`config.mk`:
```
export PLATFORM = sky130hd
export DESIGN_NAME = rca_seq_ctrl
export DESIGN_NICKNAME = d
export VERILOG_FILES = /design/src/rtl/rca_seq_ctrl.sv
export SDC_FILE = /design/constraint.sdc
export NUM_CORES = 1
export LEC_CHECK = 0
export BUFFER_PORTS_ARGS = -buffer_cell sky130_fd_sc_hd__buf_2
export CAP_MARGIN = 20
export CORE_MARGIN = 1
export CORE_UTILIZATION = 29
export CTS_BUF_LIST = sky130_fd_sc_hd__clkbuf_8
export DETAILED_ROUTE_END_ITERATION = 8
export SETUP_SLACK_MARGIN = 0.05
export SLEW_MARGIN = 20
export SYNTH_ARGS = -nofsm -noshare
export SYNTH_HDL_FRONTEND = slang
export SYNTH_SLANG_ARGS = --single-unit
```
`constraint.sdc`:
```
create_clock -name clk -period 1.5 [get_ports clk]
set_input_delay 0.075 -clock clk [delete_from_list [all_inputs] [get_ports clk]]
set_output_delay 0.075 -clock clk [all_outputs]
set_load 0.05 [all_outputs]
```
`src/rtl/rca_seq_ctrl.sv`:
```
// rca_seq_ctrl: adds two WIDTH-bit operands over SLICES=WIDTH/2 clocks by
// reusing one external combinational 2-bit ripple-carry adder slice.
// Optional feature macro: RCA_SEQ_OVF_EN adds a registered signed-overflow
// output 'ovf'.
module rca_seq_ctrl #(
  parameter int WIDTH = 8
) (
  input  logic             clk,
  input  logic             rst_n,
  input  logic             start,
  input  logic [WIDTH-1:0] a,
  input  logic [WIDTH-1:0] b,
  input  logic             cin,
  output logic             busy,
  output logic             done,
  output logic [WIDTH-1:0] sum,
  output logic             cout,
  output logic [1:0]       rca_a,
  output logic [1:0]       rca_b,
  output logic             rca_cin,
  input  logic [1:0]       rca_sum,
  input  logic             rca_cout
`ifdef RCA_SEQ_OVF_EN
  ,
  output logic             ovf
`endif
);

  localparam int SLICES = WIDTH / 2;
  localparam int IW     = (SLICES > 1) ? $clog2(SLICES) : 1;
  localparam logic [IW-1:0] LAST = IW'(SLICES - 1);

  typedef enum logic [1:0] {IDLE, RUN, DONE} state_e;

  state_e           state_q;
  logic [IW-1:0]    idx_q;
  logic [WIDTH-1:0] a_q, b_q, sum_q;
  logic             carry_q, cout_q, busy_q, done_q;
`ifdef RCA_SEQ_OVF_EN
  logic             ovf_q;
  assign ovf = ovf_q;
`endif

  assign busy = busy_q;
  assign done = done_q;
  assign sum  = sum_q;
  assign cout = cout_q;

  // Slice drive: decoded from captured operands and slice index only, so
  // nothing on the requester side can reach the adder combinationally.
  always_comb begin
    rca_a   = 2'b00;
    rca_b   = 2'b00;
    rca_cin = 1'b0;
    if (state_q == RUN) begin
      rca_a   = a_q[{idx_q, 1'b0} +: 2];
      rca_b   = b_q[{idx_q, 1'b0} +: 2];
      rca_cin = carry_q;
    end
  end

  // Sequencer FSM: capture on start, one slice per clock, pulse done.
  always_ff @(posedge clk) begin
    if (!rst_n) begin
      state_q <= IDLE;
      idx_q   <= '0;
      a_q     <= '0;
      b_q     <= '0;
      sum_q   <= '0;
      carry_q <= 1'b0;
      cout_q  <= 1'b0;
      busy_q  <= 1'b0;
      done_q  <= 1'b0;
`ifdef RCA_SEQ_OVF_EN
      ovf_q   <= 1'b0;
`endif
    end else begin
      done_q <= 1'b0;
      case (state_q)
        IDLE, DONE: begin
          if (start) begin
            a_q     <= a;
            b_q     <= b;
            carry_q <= cin;
            idx_q   <= '0;
            sum_q   <= '0;
            cout_q  <= 1'b0;
`ifdef RCA_SEQ_OVF_EN
            ovf_q   <= 1'b0;
`endif
            busy_q  <= 1'b1;
            state_q <= RUN;
          end else begin
            state_q <= IDLE;
          end
        end
        RUN: begin
          sum_q[{idx_q, 1'b0} +: 2] <= rca_sum;
          carry_q <= rca_cout;
          if (idx_q == LAST) begin
            // Index parks on the last slice; the next accept clears it.
            cout_q  <= rca_cout;
`ifdef RCA_SEQ_OVF_EN
            // Carry into the MSB is recovered from the MSB's sum bit.
            ovf_q   <= rca_a[1] ^ rca_b[1] ^ rca_sum[1] ^ rca_cout;
`endif
            busy_q  <= 1'b0;
            done_q  <= 1'b1;
            state_q <= DONE;
          end else begin
            idx_q <= idx_q + 1'b1;
          end
        end
        default: begin
          busy_q  <= 1'b0;
          state_q <= IDLE;
        end
      endcase
    end
  end

endmodule

```
Word level (Yosys, flattened, before mapping) --
Index checks and enable logic that the tools add are counted.
Word-level totals: register bits 32, bits in latches 0, memory bits (writable) 0, ROM bits 0, input port bits 23, output and inout bits 16, logic and storage cells 51, memories 0
Operators by class: add/sub/neg operators 2, multiply operators 0, div/mod/pow operators 0, order comparisons 0, eq/ne operators 6, shift operators 4, muxes and demuxes 21, bitwise logic cells 0, reductions and logical operators 9
Operators by type and width (count):
- $pmux W8 S2 | 1
- $shiftx A8 B4 Y2 | 2
- $mux W2 | 5
- $bwmux W8 | 1
- $mux W1 | 8
- $mux W8 | 1
- $pmux W2 S2 | 2
- $reduce_and A2 Y1 | 4
- $shift A2 B5 Y8 const A | 1
- $shiftx A2 B5 Y8 | 1
- $pmux W1 S2 | 3
- $reduce_and A3 Y1 | 2
- $neg A3 Y5 | 1
- $eq A2 B2 Y1 const B | 2
- $ne A2 B2 Y1 const B | 2
- $add A2 B1 Y2 const B | 1
- $eq A2 B1 Y1 const B | 1
- $logic_not A2 Y1 | 1
- $ne A2 B1 Y1 const B | 1
- $reduce_bool A2 Y1 | 1
- $reduce_or A2 Y1 | 1

Longest topological paths before layout --
Gate-level depths: netlist of the first run.
word-level depth 4, gate-level depth with buffers 6, mapped depth without buffers 5

Worst setup path after synthesis of the first run --
Ideal clock, no wire load.
kind register to register, start point register idx_q[0], end point register sum_q[6] (netlist: sum[6]), data arrival time 1.447 ns, path slack -0.022 ns, stages on the path, launching flop included 7, buffers on the path 1, period minus slack after synthesis 1.522 ns, cell sequence dfxtp_1 > buf_6 > inv_1 > ha_1 > nor4bb_1 > nand2_1 > o22ai_1
Between the ends: longest elaborated chain between the ends 4, elaborated cells on any way between the ends 5
Ends and longest elaborated chain:
- from (decl) | line 36 | logic [IW-1:0] idx_q;
- from (signal assigned) | line 111 | idx_q <= idx_q + 1'b1;
- $neg A3 Y5 * | line 98 | sum_q[{idx_q, 1'b0} +: 2] <= rca_sum;
- $shiftx A2 B5 Y8 / $shift A2 B5 Y8 (equally long branches) | line 98
- $bwmux W8 * | line 98
- $pmux W8 S2 * | line 79 | case (state_q)
- to (signal, indexed assignment) | line 98
- to (decl) | line 37 | logic [WIDTH-1:0] a_q, b_q, sum_q;
Mark *: on every way between the ends. The rest lies on a longest branch, timed or not. A chain may end at the register's enable or synchronous reset.

Worst setup path in the final report of the first run --
start point register idx_q[0], end point output rca_b[1]
Between the ends: longest elaborated chain between the ends 2
Ends and longest elaborated chain:
- $shiftx A8 B4 Y2 | line 57 | rca_b = b_q[{idx_q, 1'b0} +: 2];
- $mux W2 | line 55 | if (state_q == RUN) begin
- to (decl) | line 19 | output logic [1:0] rca_b,
No other way between the ends.

==> results of run 1 <==
cell usage after synthesis (all sizes together), types with 2 or more instances:
cell type  instances  area [um2]
and2               5        31.3
clkbuf             3        11.3
buf                7        55.1
o21ai              2        10.0
nand2b             2        12.5
mux4               4        90.1
and3               2        12.5
o211ai             3        22.5
or3                2        12.5
nor3b              2        20.0
o22ai              4        25.0
nor2b              2        12.5
inv                9        33.8
nand4              4        25.0
nand3b             2        15.0
nand3              6        30.0
a21boi            23         173
dfxtp             32         641
nand2             37         139
ha                 6        75.1
what timing repair did:
action	in CTS	in global routing
hold buffers	0	0
resized for setup	19	2
gates cloned	0	0
setup buffers	2	0
setup endpoints to repair	11	12
pin swaps	0	4
worst max-delay path: cells and delay by family (launching register included):
kind,cells,cell delay [ns]
multiplexers,1,0.51
buffers and inverters,1,0.14
AND/OR/NAND/NOR,1,0.17
flip-flops,1,0.40
power breakdown:
part	switching, mW	internal (mW)	total, mW
registers	0.0228	0.888	0.911
clock network	0.300	0.408	0.708
logic	0.172	0.149	0.321
total	0.495	1.45	1.94
routing by layer:
layer	track usage [%]	wire (um)	vias to the layer above
met5	0	0	-
met4	7.05	71	0
met3	4.74	216	6
met2	20.2	1430	36
met1	17.2	1560	567
li1	-	-	663
cell families after synthesis:
group | synth area share (%)
and+or+nand+nor | 23.0
AOI/OAI and AO/OA | 16.7
DFF | 42.7
buffers and inverters | 6.67
adders and majority gates | 5.00
muxes | 6.00
path summary, 6_finish.rpt:
kind	slack, ns	endpoint	start	cells past startpoint
worst max-delay path	-0.08	rca_b[1]	idx_q[0]	3
worst min-delay path	0.02	a_q[6]	a[6]	3
worst max register to register	0.09	sum[6]	idx_q[0]	6
worst min register to register	0.45	b_q[6]	b_q[6]	2
registers in the layout, indices dropped and copies added (netlist names):
| signal | count |
|---|---|
| done | 1 |
| carry_q | 1 |
| b_q | 8 |
| a_q | 8 |
| sum | 8 |
| cout | 1 |
| busy | 1 |
| idx_q | 2 |
| state_q | 2 |
metrics by stage:
| stage | std cells | hold slack, ns |
|---|---|---|
| after CTS | 281 | 0.0160 |
| after floorplan | 164 | 0.210 |
| after detailed placement | 272 | 0.320 |
| after global routing | 281 | 0.0211 |
| after global placement | 272 | 0.320 |
| final | 281 | 0.0221 |
area by class of cell:
class | instances | area share, %
multi-input combinational | 113 | 40.5
tap | 67 | 4.18
clock buffer | 7 | 4.81
inverter | 9 | 1.69
timing repair buffer | 53 | 16.5
sequential | 32 | 32.4
==> flow_summary.json, run 1 <==
{
  "h-tree-depth": 2,
  "via_count": 1272,
  "path_max_fanout": 6,
  "worst_pin_slew_ns": 0.282,
  "track_usage_pct": 13.5,
  "antenna_found_initial": 0,
  "maxCapViolCount": 0,
  "cts.sinks": 32,
  "drive_above_1_share_pct": 36.0,
  "final_cell_mix": "nand2_1 (37), buf_2 (33), dfxtp_1 (30)",
  "power_mw": 1.94,
  "n_fill_cell": 511,
  "slew_headroom_pct": 81.1,
  "drtAntennaViolNets": 0,
  "synth.distinct_cells": 31,
  "grt_first_pass_wirelength_um": 5490,
  "netlist_area_um2": 1500,
  "initial_core_util_pct": 31.0,
  "fp.dieArea_um2": 5470,
  "yosysWarnings": 0,
  "route.detailed.drc": 0,
  "final_area_um2": 2000,
  "fmax_mhz": 632,
  "wl_per_cell_um": 11.7,
  "peakVddDrop_v": 0.000450,
  "drt-initial-drc-count": 48,
  "critical_path_arrival_ns": 1.51,
  "layout.nets": 243,
  "cts_max_path_buffers": 2,
  "place_ws_ns": -0.0565,
  "rsz0062_at_grt": "true",
  "regArea_um2": 648,
  "dieWidth_um": 74.0,
  "setup_viol": 4,
  "dp_hpwl_um": 2350,
  "overflow": 0,
  "postLayoutSetupSlackWorst_ns": -0.0816,
  "ys_ff_latch": 32,
  "cts_tree": "yes",
  "skew_ns": 0.00192,
  "min_period_ns": 1.58,
  "crit_path_cell_trace": "mux4_2, and2_4, buf_6",
  "syn_to_final_growth_pct": 33.4,
  "hold_path_class": "in -> reg",
  "syn_avg_cell_area_um2": 9.16,
  "final_common_cell": "nand2_1",
  "routed_wl_um": 3280,
  "firstDrtPassIters": 4,
  "postLayoutCoreUtil_pct": 41.3,
  "synth_cells": 164,
  "hold_violations": 0,
  "worst-setup-path-type": "reg -> out",
  "path_clk_slew_ns": 0.06,
  "end_kind": "output port",
  "violations": "negative setup slack",
  "cts-root-buf": "clkbuf_8",
  "placed_area_um2": 1820,
  "p_leak_nw": 0.855,
  "required_ns": 1.42,
  "gp_congestion": 0.726,
  "portBuffers": 38,
  "synth_edf_count": 0,
  "crit_slowest_cell": "mux4_2",
  "multi_input_area_um2": 811,
  "grt_pass1_vias": 1171,
  "synth_ff_type": "dfxtp_1",
  "rows": 25,
  "post-route-period-util_pct": 105,
  "pin_count": 39,
  "n_antenna_cell": 0,
  "coreArea_um2": 4850,
  "yosysSeqAreaShare_pct": 42.7,
  "grt_max_degree": 18,
  "numCtsBuffers": 5,
  "cp-start-kind": "flip-flop",
  "insertion_delay_ns": 0.28,
  "drv_slew": 0,
  "outcome": "finished with violations",
  "vias_per_cell": 4.53,
  "fp.dieH_um": 74.0,
  "setup_tns_ns": -0.254,
  "cellPowerDensity_nw_per_um2": 969,
  "async_flop_share_pct": 0,
  "syn_nets": 193,
  "cp_slowest_stage_delay_ns": 0.51
}
No activity file was read; power rests on OpenSTA's default activity.
==> run 2: changes to the inputs <==
Settings changed: CELL_PAD_IN_SITES_DETAIL_PLACEMENT set to 1, CELL_PAD_IN_SITES_GLOBAL_PLACEMENT set to 1, PLACE_DENSITY_LB_ADDON set to 0.1.
==> run 2 against run 1 <==
Net effect: the flow still finishes with violations (negative setup slack); core utilization increased by 1.1 points; sequential share of layout area decreased by 0.72 points; fmax increased by 1.2%; final cell count increased by 1.1%; die area unchanged; final area increased by 2.7%; via count increased by 6.2%; clock skew increased by 0.0064 ns; critical endpoint is now rca_b[0].
==> flow_summary.json, run 2 (synthesized netlist as in run 1, its figures left out) <==
{
  "pin_count": 39,
  "routed_wl_um": 3960,
  "cellPowerDensity_nw_per_um2": 945,
  "maxCapViolCount": 0,
  "dp_hpwl_um": 3040,
  "drtAntennaViolNets": 0,
  "drive_above_1_share_pct": 37.3,
  "fp.dieH_um": 74.0,
  "cp_slowest_stage_delay_ns": 0.51,
  "firstDrtPassIters": 4,
  "grt_pass1_vias": 1466,
  "numCtsBuffers": 5,
  "worst-setup-path-type": "reg -> out",
  "cts_tree": "yes",
  "fmax_mhz": 640,
  "antenna_found_initial": 0,
  "violations": "negative setup slack",
  "r2r_cells": 5,
  "holdPathStages": 3,
  "cp-start-kind": "flip-flop",
  "end_kind": "output port",
  "route.detailed.drc": 0,
  "p_leak_nw": 0.873,
  "setup_viol": 4,
  "drt-initial-drc-count": 38,
  "hold_path_class": "in -> reg",
  "gp_congestion": 0.704,
  "vias_per_cell": 4.76,
  "cts_max_path_buffers": 2,
  "cp-startpoint": "idx_q[1]",
  "track_usage_pct": 16.5,
  "syn_to_final_growth_pct": 37.0,
  "dieWidth_um": 74.0,
  "rows": 25,
  "path_clk_slew_ns": 0.07,
  "cp.buffers_inverters": 1,
  "h-tree-depth": 2,
  "initial_core_util_pct": 31.0,
  "required_ns": 1.42,
  "worst_pin_slew_ns": 0.300,
  "postLayoutCoreUtil_pct": 42.4,
  "crit_path_cell_trace": "mux4_2, and2_4, buf_8",
  "power_mw": 1.94,
  "postLayoutSetupSlackWorst_ns": -0.0633,
  "regToRegEndpoint": "sum[0]",
  "outcome": "finished with violations",
  "hold_violations": 0,
  "min_from": "b[4]",
  "grt_first_pass_wirelength_um": 6590,
  "final_cell_mix": "nand2_1 (37), buf_2 (33), dfxtp_1 (28)",
  "drv_slew": 0,
  "wl_per_cell_um": 13.9,
  "rsz0062_at_grt": "true",
  "peakVddDrop_v": 0.000456,
  "timing.rr.start": "idx_q[1]",
  "critical_path_arrival_ns": 1.49,
  "grt_max_degree": 19,
  "place_ws_ns": -0.127,
  "cts-root-buf": "clkbuf_8",
  "final_common_cell": "nand2_1",
  "insertion_delay_ns": 0.29,
  "portBuffers": 38,
  "coreArea_um2": 4850,
  "layout.nets": 245,
  "path_max_fanout": 5,
  "n_antenna_cell": 0,
  "cts.sinks": 32,
  "path_delay_family": "multiplexers",
  "skew_ns": 0.00835,
  "reg2reg_slack_ns": 0.05,
  "via_count": 1351,
  "overflow": 0,
  "n_fill_cell": 587,
  "min_period_ns": 1.56,
  "crit_slowest_cell": "mux4_2",
  "fp.dieArea_um2": 5470,
  "post-route-period-util_pct": 104,
  "holdPathEnd": "b_q[4]",
  "slew_headroom_pct": 79.9
}
-- run 2: metrics by stage --
stage | setup TNS [ns] | area, um2 | hold WS, ns | cells
6_report | -0.201 | 2060 | 0.0215 | 284
3_3_place_gp | 0 | 1830 | 0.316 | 273
4_1_cts | -0.243 | 2000 | 0.0200 | 282
5_1_grt | -0.447 | 2060 | 0.0294 | 284
2_1_floorplan | 0 | 1520 | 0.210 | 164
3_5_place_dp | -0.369 | 1830 | 0.324 | 273
-- run 2: per-layer routing --
metal	global-route usage [%]	wire [um]	vias to the layer above
met1	17.8	1560	654
met3	3.52	149	7
met5	0	0	-
met4	8.55	74	0
li1	-	-	660
met2	30.1	2170	30
-- run 2: where the power goes --
group	internal, mW	switching (mW)
Sequential	0.889	0.0263
Combinational	0.163	0.184
Clock	0.360	0.321
Total	1.41	0.531
-- run 2: worst max-delay path by stage --
| stage | endpoint | slack, ns | cells after the start |
|---|---|---|---|
| final | rca_b[0] | -0.06 | 3 |
| after CTS | rca_b[1] | -0.08 | 3 |
| after floorplan | sum[6] | 0.08 | 6 |
| after global routing | rca_b[1] | -0.11 | 3 |
| after global placement | sum[6] | 0.04 | 5 |
| after detailed placement | sum[6] | -0.13 | 5 |
-- run 2: worst reg2reg max path, delay by kind of cell (launching register included) --
family                   cells  cell delay, ns
AO/OA/AOI/OAI                1            0.12
adder cells (fa/ha/maj)      1            0.29
buffers and inverters        1            0.15
flip-flops                   1            0.39
AND/OR/NAND/NOR              2            0.43
-- run 2: area by class of cell --
cell class                 count  area (um2)  area share, %
timing repair buffer          55         364           17.7
inverter                       9        37.5           1.82
tap                           67        83.8           4.08
clock inverter                 2        7.51          0.365
clock buffer                   6        82.6           4.01
sequential                    32         651           31.6
multi-input combinational    113         831           40.4
-- run 2: repair_timing --
action / 4_1_cts / 5_1_grt
setup endpoints to repair: 10 / 11
gates resized for setup: 20 / 12
pin swaps: 4 / 4
buffers inserted: 1 / 2
hold buffers: 0 / 0
